===== config.mk =====
export PLATFORM = sky130hd
export DESIGN_NAME = qspi_rx_ctrl
export DESIGN_NICKNAME = d
export VERILOG_FILES = /design/src/rtl/qspi_rx_ctrl.sv
export SDC_FILE = /design/constraint.sdc
export NUM_CORES = 1
export LEC_CHECK = 0
export ABC_AREA = 1
export BUFFER_PORTS_ARGS = -buffer_cell sky130_fd_sc_hd__buf_2
export CORE_MARGIN = 2
export CORE_UTILIZATION = 41
export DETAILED_ROUTE_END_ITERATION = 16
export HOLD_SLACK_MARGIN = 0.15
export PLACE_DENSITY = 0.72
export SETUP_SLACK_MARGIN = 0.1
export SLEW_MARGIN = 20
export SYNTH_ARGS = -nofsm -noshare
export SYNTH_HDL_FRONTEND = slang
export SYNTH_SLANG_ARGS = --single-unit

===== constraint.sdc =====
create_clock -name clk_i -period 3.35 [get_ports clk_i]
set_input_delay 1.005 -clock clk_i [delete_from_list [all_inputs] [get_ports clk_i]]
set_output_delay 1.005 -clock clk_i [all_outputs]
set_load 0.01 [all_outputs]

===== src/rtl/qspi_rx_ctrl.sv =====
// qspi_rx_ctrl: sequences one QSPI receive burst for the downstream shift
// register. It skips the dummy SCK edges, counts the nibbles in each word,
// flags every completed word and then flags the end of the burst.
//
// Optional build macro: QSPI_RX_TIMEOUT_EN adds an idle-SCK watchdog that
// aborts a stalled transfer and pulses err_o. Without it, err_o is tied to 0.
//
// Ports:
//   clk_i, rst_i       clock, asynchronous active-high reset
//   start_i, abort_i   start a transaction (accepted only in IDLE), synchronous abort
//   order_i, dummy_i,
//   nibbles_i, words_i transaction configuration, captured when start_i is accepted
//   sck_rise_i         one-cycle sample-edge strobe from the SCK generator
//   valid_o            shift enable; combinational from sck_rise_i while in SHIFT
//   lsb_o, msb_o       shift-mode selects, registered and held for the whole transaction
//   busy_o             high in every state except IDLE
//   word_done_o        shift register holds a complete word this cycle
//   done_o             burst complete
//   nib_cnt_o          nibbles received so far in the current word
//   err_o              idle-SCK timeout pulse
module qspi_rx_ctrl #(
  parameter int unsigned MAX_DUMMY      = 31,
  parameter int unsigned MAX_WORDS      = 256,
  parameter int unsigned TIMEOUT_CYCLES = 1024,
  localparam int unsigned DUMMY_W = $clog2(MAX_DUMMY + 1),
  localparam int unsigned WORD_W  = $clog2(MAX_WORDS),
  localparam int unsigned NIB_W   = 3
) (
  input  logic               clk_i,
  input  logic               rst_i,
  input  logic               start_i,
  input  logic               abort_i,
  input  logic               order_i,
  input  logic [DUMMY_W-1:0] dummy_i,
  input  logic [NIB_W-1:0]   nibbles_i,
  input  logic [WORD_W-1:0]  words_i,
  input  logic               sck_rise_i,
  output logic               valid_o,
  output logic               lsb_o,
  output logic               msb_o,
  output logic               busy_o,
  output logic               word_done_o,
  output logic               done_o,
  output logic [NIB_W-1:0]   nib_cnt_o,
  output logic               err_o
);

  typedef enum logic [2:0] {
    IDLE  = 3'd0,
    DUMMY = 3'd1,
    SHIFT = 3'd2,
    WORD  = 3'd3,
    DONE  = 3'd4
  } state_e;

  state_e             state_q, state_d;
  logic               order_q, order_d;
  logic [NIB_W-1:0]   nibbles_q, nibbles_d;
  logic [WORD_W-1:0]  words_q, words_d;
  logic [DUMMY_W-1:0] dummy_q, dummy_d;
  logic [NIB_W-1:0]   nib_q, nib_d;
  logic [WORD_W-1:0]  word_q, word_d;
  logic               valid_c;
  logic               lsb_q, msb_q, busy_q, word_done_q, done_q;

`ifdef QSPI_RX_TIMEOUT_EN
  localparam int unsigned TMO_W = $clog2(TIMEOUT_CYCLES);
  logic [TMO_W-1:0] tmo_q, tmo_d;
  logic             err_q, err_d;
`endif

  // Next-state, counter and shift-enable logic
  always_comb begin
    state_d   = state_q;
    order_d   = order_q;
    nibbles_d = nibbles_q;
    words_d   = words_q;
    dummy_d   = dummy_q;
    nib_d     = nib_q;
    word_d    = word_q;
    valid_c   = 1'b0;
`ifdef QSPI_RX_TIMEOUT_EN
    tmo_d     = '0;
    err_d     = 1'b0;
`endif

    if (abort_i) begin
      state_d = IDLE;
      dummy_d = '0;
      nib_d   = '0;
      word_d  = '0;
    end else begin
      unique case (state_q)
        IDLE: begin
          if (start_i) begin
            order_d   = order_i;
            nibbles_d = nibbles_i;
            words_d   = words_i;
            dummy_d   = dummy_i;
            nib_d     = '0;
            word_d    = '0;
            state_d   = (dummy_i != '0) ? DUMMY : SHIFT;
          end
        end
        DUMMY: begin
          if (sck_rise_i) begin
            dummy_d = dummy_q - DUMMY_W'(1);
            if (dummy_q == DUMMY_W'(1)) state_d = SHIFT;
          end
        end
        SHIFT: begin
          if (sck_rise_i) begin
            valid_c = 1'b1;
            // Last nibble: hold the count so it never wraps; WORD clears it
            if (nib_q == nibbles_q) state_d = WORD;
            else                    nib_d   = nib_q + NIB_W'(1);
          end
        end
        WORD: begin
          // Any strobe here is dropped; the generator spaces strobes >= 2 cycles
          nib_d = '0;
          if (word_q == words_q) begin
            state_d = DONE;
          end else begin
            word_d  = word_q + WORD_W'(1);
            state_d = SHIFT;
          end
        end
        DONE: begin
          word_d  = '0;
          state_d = IDLE;
        end
        default: state_d = IDLE;
      endcase
    end

`ifdef QSPI_RX_TIMEOUT_EN
    // Idle-SCK watchdog: counts clk_i cycles since the last strobe or state entry
    if (!abort_i && !sck_rise_i && (state_q == DUMMY || state_q == SHIFT)) begin
      tmo_d = tmo_q + TMO_W'(1);
      if (tmo_d == TMO_W'(TIMEOUT_CYCLES - 1)) begin
        state_d = IDLE;
        err_d   = 1'b1;
        tmo_d   = '0;
        dummy_d = '0;
        nib_d   = '0;
        word_d  = '0;
      end
    end
`endif
  end

  // State, counters and registered outputs
  always_ff @(posedge clk_i or posedge rst_i) begin
    if (rst_i) begin
      state_q     <= IDLE;
      order_q     <= 1'b0;
      nibbles_q   <= '0;
      words_q     <= '0;
      dummy_q     <= '0;
      nib_q       <= '0;
      word_q      <= '0;
      lsb_q       <= 1'b0;
      msb_q       <= 1'b0;
      busy_q      <= 1'b0;
      word_done_q <= 1'b0;
      done_q      <= 1'b0;
    end else begin
      state_q     <= state_d;
      order_q     <= order_d;
      nibbles_q   <= nibbles_d;
      words_q     <= words_d;
      dummy_q     <= dummy_d;
      nib_q       <= nib_d;
      word_q      <= word_d;
      lsb_q       <= (state_d != IDLE) && order_d;
      msb_q       <= (state_d != IDLE) && !order_d;
      busy_q      <= (state_d != IDLE);
      word_done_q <= (state_d == WORD);
      done_q      <= (state_d == DONE);
    end
  end

`ifdef QSPI_RX_TIMEOUT_EN
  // Watchdog counter and error pulse
  always_ff @(posedge clk_i or posedge rst_i) begin
    if (rst_i) begin
      tmo_q <= '0;
      err_q <= 1'b0;
    end else begin
      tmo_q <= tmo_d;
      err_q <= err_d;
    end
  end

  assign err_o = err_q;
`else
  // No watchdog: the parameter is only referenced so both builds share one interface
  assign err_o = 1'b0 & (TIMEOUT_CYCLES != 0);
`endif

  assign valid_o     = valid_c;
  assign lsb_o       = lsb_q;
  assign msb_o       = msb_q;
  assign busy_o      = busy_q;
  assign word_done_o = word_done_q;
  assign done_o      = done_q;
  assign nib_cnt_o   = nib_q;

endmodule


==> results_dict.tcl, run 1 <==
set metrics [dict create \
    status "completed" \
    synth_commonest_cells "nand2_1, dfrtp_1, inv_1" \
    hold_class "reg2reg" \
    cp.required_ps 2340 \
    yosysTopAreaCell "dfrtp_1" \
    drv_slew 0 \
    synth_xor_area_frac 0.0386 \
    yosysMostFrequentCell "nand2_1" \
    clkTransAtPathRegs_ps 70 \
    cp_cell_sequence "buf_2 > nor2_1 > inv_1 > nor2_1 > buf_2" \
    synth-compound-area-share 0.112 \
    fmax_ghz 0.385 \
    critPathCaptureType "output pin" \
    area_delta_synth_final_pct 15.8 \
    die_w_um 74.6 \
    p_leak_nw 1.16 \
    ys_ff_latch 36 \
    drc 0 \
    ioPinCount 32 \
    hold_depth 1 \
    final_antenna_net_count 0 \
    grt_max_degree 18 \
    min_period_over_period 0.776 \
    r2r_start "state_q[2]$_DFF_PP0_" \
    drt-initial-drc-count 37 \
    rrSetupSlack_ps 1310 \
    setup_tns_ps 0 \
    crit_path_start_kind "input pin" \
    start_util 0.429 \
    place.gp.congestion 0.861 \
    hold_end "nibbles_q[1]$_DFFE_PP0P_" \
    synthCells 240 \
    core_area_um2 4750 \
    nNetsFinal 300 \
    n_antenna_cell 0 \
    routedWlPerCell_um 11.6 \
    timing.rr.end "dummy_q[3]$_DFFE_PP0P_" \
    clock-sinks 36 \
    port_buffers 30 \
    critPathKind "in2out" \
    dp.final_hpwl_um 3040 \
    postCtsSetupBuffers 0 \
    hold_start "nibbles_q[1]$_DFFE_PP0P_" \
    period_needed_ps 2600 \
    hold_viol 0 \
    die_y_um 74.6 \
    worst_skew_pair.late_latency_ps 300 \
    maxCapViolCount 0 \
    ctsResizeCount 0 \
    crit_path_max_fanout 5 \
    fillers 489 \
    worst_path_max_delay_cell "nor2_1" \
    yosys_warnings 0 \
    synth.area.mux_share 0.0490 \
    hold_buffers 0 \
    synth_top_area_frac 0.441 \
    ys_seq_area_frac 0.441 \
    vias_per_cell 4.86 \
    routed_wl_um 3970 \
    htreeDepth 2 \
    synth_top_family_by_area "simple AND/OR/NAND/NOR gates" \
    syn-num-nets 266 \
    rows 25 \
    worst_path_largest_cell_delay_ps 170 \
    first_global_vias 1551 \
    ff2ff_path_depth 5 \
    antenna_found_initial 0 \
    slew_headroom 0.532 \
    async_flop_share 1.00 \
    setup_viol_count_final 0 \
    rsz0062_at_grt "no" \
    cts_max_path_buffers 2 \
    yosysUniqueCellTypes 37 \
    syn_area_per_cell_um2 8.50 \
    die_area_um2 5560 \
    ir_worst_vdd_uv 272 \
    cp.arrival_ps 1590 \
    power.density_nw_per_um2 500 \
    tritoncts "done" \
    grt-ovfl-total 0 \
    worstMarginPinSlew_ps 697 \
    grt_pass1_wl_um 6620 \
    synthesis.area_um2 2040 \
    synthAdderAreaFrac 0.0245 \
    clock_skew_ps 10.7 \
    numCtsBuffers 5 \
    cts_root_buffer "clkbuf_8" \
    first_pass_iters 4 \
    synthSimpleGateAreaFrac 0.253 \
    ys.flop_type "dfrtp_1" \
    synth_edf_count 0 \
    grt_use_total 0.159 \
    p_total_mw 1.18 \
    drive_above_1_share 0.276 \
    synth_area_leaders "dfrtp_1, nand2_1, inv_1, mux2_2, xnor2_1" \
    vias 1663 \
]
==> cells by family (layout without fill, tap and decap cells) <==
| family | after synthesis | count (layout) |
|---|---|---|
| flip-flops | 36 | 36 |
| adder cells (fa/ha/maj) | 4 | 4 |
| buffers and inverters | 38 | 73 |
| AND/OR/NAND/NOR | 107 | 107 |
| AO/OA/AOI/OAI | 36 | 36 |
| XOR/XNOR | 9 | 9 |
| multiplexers | 9 | 9 |
| other | 1 | 1 |
==> state kept, by name, indices dropped and copies added (netlist names) <==
name         flops
dummy_q          5
word_q           8
word_done_o      1
order_q          1
nib_cnt_o        3
lsb_o            1
done_o           1
nibbles_q        3
state_q          3
busy_o           1
words_q          8
msb_o            1
==> metal layers <==
metal  track usage  vias to the layer above  share of wire
li1              -                      850              -
met1         0.202                      758           0.48
met2         0.251                       46           0.46
met3        0.0352                        9          0.042
met4        0.0893                        0          0.023
met5             0                        -              0
==> how the worst max path moves through the flow <==
stage | depth (start not counted) | slack, ps | start | end
floorplan | 3 | 990 | abort_i | valid_o
global placement | 5 | 780 | abort_i | valid_o
global route | 5 | 660 | abort_i | valid_o
finish | 5 | 750 | abort_i | valid_o
CTS | 5 | 760 | abort_i | valid_o
detailed placement | 5 | 760 | abort_i | valid_o
==> metrics by stage <==
stage / hold slack, ps / cells / setup slack (ps) / util / area (um^2)
after floorplan: 494 / 240 / 985 / - / 2040
after global placement: 512 / 334 / 784 / 0.473 / 2250
after detailed placement: 517 / 334 / 762 / 0.473 / 2250
after CTS: 534 / 342 / 760 / 0.497 / 2360
after global routing: 550 / 342 / 659 / 0.497 / 2360
final: 530 / 342 / 751 / 0.497 / 2360
==> critical path, delay by kind of cell <==
family	cells	cell delay [ps]
and+or+nand+nor	2	250
buffers and inverters	3	340
==> power breakdown <==
group | leakage (nW) | internal (mW) | switching, mW | total, mW
combinational | 0.645 | 0.114 | 0.157 | 0.271
clock | 0.0541 | 0.220 | 0.164 | 0.384
sequential | 0.464 | 0.494 | 0.0333 | 0.527
total | 1.16 | 0.828 | 0.354 | 1.18
==> cell usage in the layout (no fill, tap or decap), types with 2 or more instances in the layout <==
| cell type | synthesis | final |
|---|---|---|
| nor2_2 | 2 | 2 |
| a21oi_1 | 5 | 5 |
| nand4_1 | 10 | 10 |
| nand2_1 | 52 | 52 |
| clkbuf_8 | 0 | 5 |
| o21ai_2 | 7 | 7 |
| o21ai_0 | 11 | 11 |
| or2_2 | 4 | 4 |
| nor3_1 | 2 | 2 |
| inv_2 | 4 | 4 |
| nand3_2 | 2 | 2 |
| a31oi_1 | 3 | 3 |
| xnor2_1 | 8 | 8 |
| buf_2 | 1 | 30 |
| inv_1 | 29 | 29 |
| dfrtp_1 | 36 | 36 |
| ha_1 | 4 | 4 |
| nand3_1 | 7 | 7 |
| nand2_2 | 4 | 4 |
| o22ai_1 | 6 | 6 |
| nor2_1 | 17 | 17 |
| nor3_2 | 2 | 2 |
| buf_4 | 1 | 2 |
| mux2_2 | 8 | 8 |
==> layout make-up <==
type                       instances  area (um^2)  area share
timing repair buffer              32          165      0.0699
sequential                        36          901       0.381
clock inverter                     3         42.5      0.0180
inverter                          33          124      0.0524
tap                               67         83.8      0.0355
multi-input combinational        166          977       0.414
clock buffer                       5         68.8      0.0291
No activity file was read; power rests on OpenSTA's default activity.
==> run 2, diff against run 1 <==
--- a/config.mk
+++ b/config.mk
@@ -11,7 +11,7 @@
 export CORE_UTILIZATION = 41
 export DETAILED_ROUTE_END_ITERATION = 16
 export HOLD_SLACK_MARGIN = 0.15
-export PLACE_DENSITY = 0.72
+export PLACE_DENSITY = 0.74
 export SETUP_SLACK_MARGIN = 0.1
 export SLEW_MARGIN = 20
 export SYNTH_ARGS = -nofsm -noshare
==> constraint.sdc (replaced) <==
create_clock -name clk_i -period 2.15 [get_ports clk_i]
set_input_delay 0.645 -clock clk_i [delete_from_list [all_inputs] [get_ports clk_i]]
set_output_delay 0.645 -clock clk_i [all_outputs]
set_load 0.01 [all_outputs]
==> run 2 against run 1 <==
  * Total power rose by 56%
  * Sequential share of layout area fell by 0.72 points
  * Combinational power rose by 57%
  * Die area did not move
  * Wire length fell by 1.6%
  * Via count rose by 0.42%
  * Non-clock buffer count rose by 5
  * Clock skew fell by 6.7 ps
  * Design area rose by 2.1%
  * Critical path depth rose by 1
  * Clock power rose by 54%
==> results_dict.tcl, run 2 (synthesis results as in run 1) <==
set metrics [dict create \
    status "completed" \
    grt_pass1_wl_um 6690 \
    drt-initial-drc-count 72 \
    crit_path_start_kind "flip-flop" \
    min_period_over_period 0.902 \
    wl_met2_um 1800 \
    htreeDepth 2 \
    die_y_um 74.6 \
    reg_top3 "word_q: 8 flops, words_q: 8 flops, dummy_q: 5 flops" \
    highest_layer "met4" \
    drv_slew 0 \
    critPathCaptureType "output pin" \
    place.gp.congestion 0.897 \
    wl_met1_um 1870 \
    tritoncts "done" \
    multi_input_area_um2 985 \
    area_delta_synth_final_pct 18.1 \
    fmax_ghz 0.515 \
    r2r_start "state_q[2]$_DFF_PP0_" \
    numCtsBuffers 5 \
    clkTransAtPathRegs_ps 70 \
    p_total_mw 1.84 \
    crit_path_max_fanout 4 \
    grt_use_total 0.159 \
    n_antenna_cell 0 \
    area.sequential_um2 902 \
    core_area_um2 4750 \
    rrSetupSlack_ps 390 \
    setup_tns_ps 0 \
    critPathKind "reg2out" \
    rows 25 \
    routed_wl_um 3900 \
    grt-ovfl-total 0 \
    cts_root_buffer "clkbuf_8" \
    ioPinCount 32 \
    dp.final_hpwl_um 2920 \
    timing.rr.end "dummy_q[3]$_DFFE_PP0P_" \
    final_antenna_net_count 0 \
    first_global_vias 1564 \
    cp.required_ps 1500 \
    worst_skew_pair.late_latency_ps 290 \
    port_buffers 30 \
    vias 1670 \
    nNetsFinal 305 \
    first_pass_iters 4 \
    maxCapViolCount 0 \
    ff2ff_path_depth 6 \
    hold_buffers 0 \
    ir_worst_vdd_uv 308 \
    p_leak_nw 1.19 \
    hold_class "in2async" \
    rsz0062_at_grt "no" \
    cts_max_path_buffers 2 \
    final_cell_mix "nand2_1, dfrtp_1, buf_2" \
    fillers 464 \
    routedWlPerCell_um 11.2 \
    grt_max_degree 37 \
    antenna_found_initial 0 \
    wl_met3_um 166 \
    drive_above_1_share 0.300 \
    cp.arrival_ps 1300 \
    power.density_nw_per_um2 764 \
    die_w_um 74.6 \
    clock-sinks 36 \
    drc 0 \
    final_common_cell "nand2_1" \
    hold_viol 0 \
    setup_viol_count_final 0 \
    startpoint "state_q[2]$_DFF_PP0_" \
    start_util 0.429 \
    period_needed_ps 1940 \
    clock_skew_ps 4.04 \
    vias_per_cell 4.81 \
    die_area_um2 5560 \
    endpoint "valid_o" \
]
-- run 2: worst min-delay path by stage --
stage                             start                        to  slack, ps  cells after the start
2_1_floorplan     word_q[6]$_DFFE_PP0P_     word_q[6]$_DFFE_PP0P_        490                      2
3_3_place_gp   nibbles_q[0]$_DFFE_PP0P_  nibbles_q[0]$_DFFE_PP0P_        510                      1
3_5_place_dp   nibbles_q[0]$_DFFE_PP0P_  nibbles_q[0]$_DFFE_PP0P_        520                      1
4_1_cts                           rst_i  nib_cnt_o[1]$_DFFE_PP0P_        450                      3
5_1_grt                           rst_i  nib_cnt_o[1]$_DFFE_PP0P_        490                      3
6_report                          rst_i  nib_cnt_o[1]$_DFFE_PP0P_        440                      3
-- run 2: worst max-delay path, cell delays in order, from the launching register on --
cell and delay, ps:
dfrtp_2 430, inv_2 80, nand3_2 110, nor2_2 110
inv_1 60, nor2_1 80, buf_2 130
-- run 2: report_power, final --
group	total, mW	switching (mW)	internal [mW]	leakage, nW
sequential	0.825	0.0560	0.769	0.462
clock	0.592	0.249	0.343	0.0541
combinational	0.425	0.242	0.183	0.672
-- run 2: cell type report --
type,count,area share
flip-flops and latches,36,0.374
clock buffers,5,0.0285
inverters,33,0.0524
well taps,67,0.0348
clock inverters,3,0.0176
repair buffers,37,0.0841
multi-input cells,166,0.408
-- run 2: metal layers --
layer  up-vias  track usage
met5         -            0
met4         0       0.0714
met3         6       0.0461
met2        33        0.252
met1       771        0.202
li1        860            -
-- run 2: stage by stage --
stage | instances | hold slack (ps) | worst slack (ps) | instance area [um^2] | utilization
6_report | 347 | 443 | 210 | 2410 | 0.507
5_1_grt | 347 | 487 | 89.8 | 2410 | 0.507
4_1_cts | 344 | 449 | 141 | 2390 | 0.502
3_5_place_dp | 335 | 519 | 267 | 2260 | 0.475
3_3_place_gp | 335 | 512 | 313 | 2260 | 0.475
2_1_floorplan | 240 | 494 | 505 | 2040 | -
-- run 2: timing repair --
| action | in CTS | in global routing |
|---|---|---|
| pin swaps | 1 | 1 |
| endpoints found under the setup margin | 1 | 1 |
| buffers inserted | 1 | 3 |
| resized for setup | 3 | 1 |
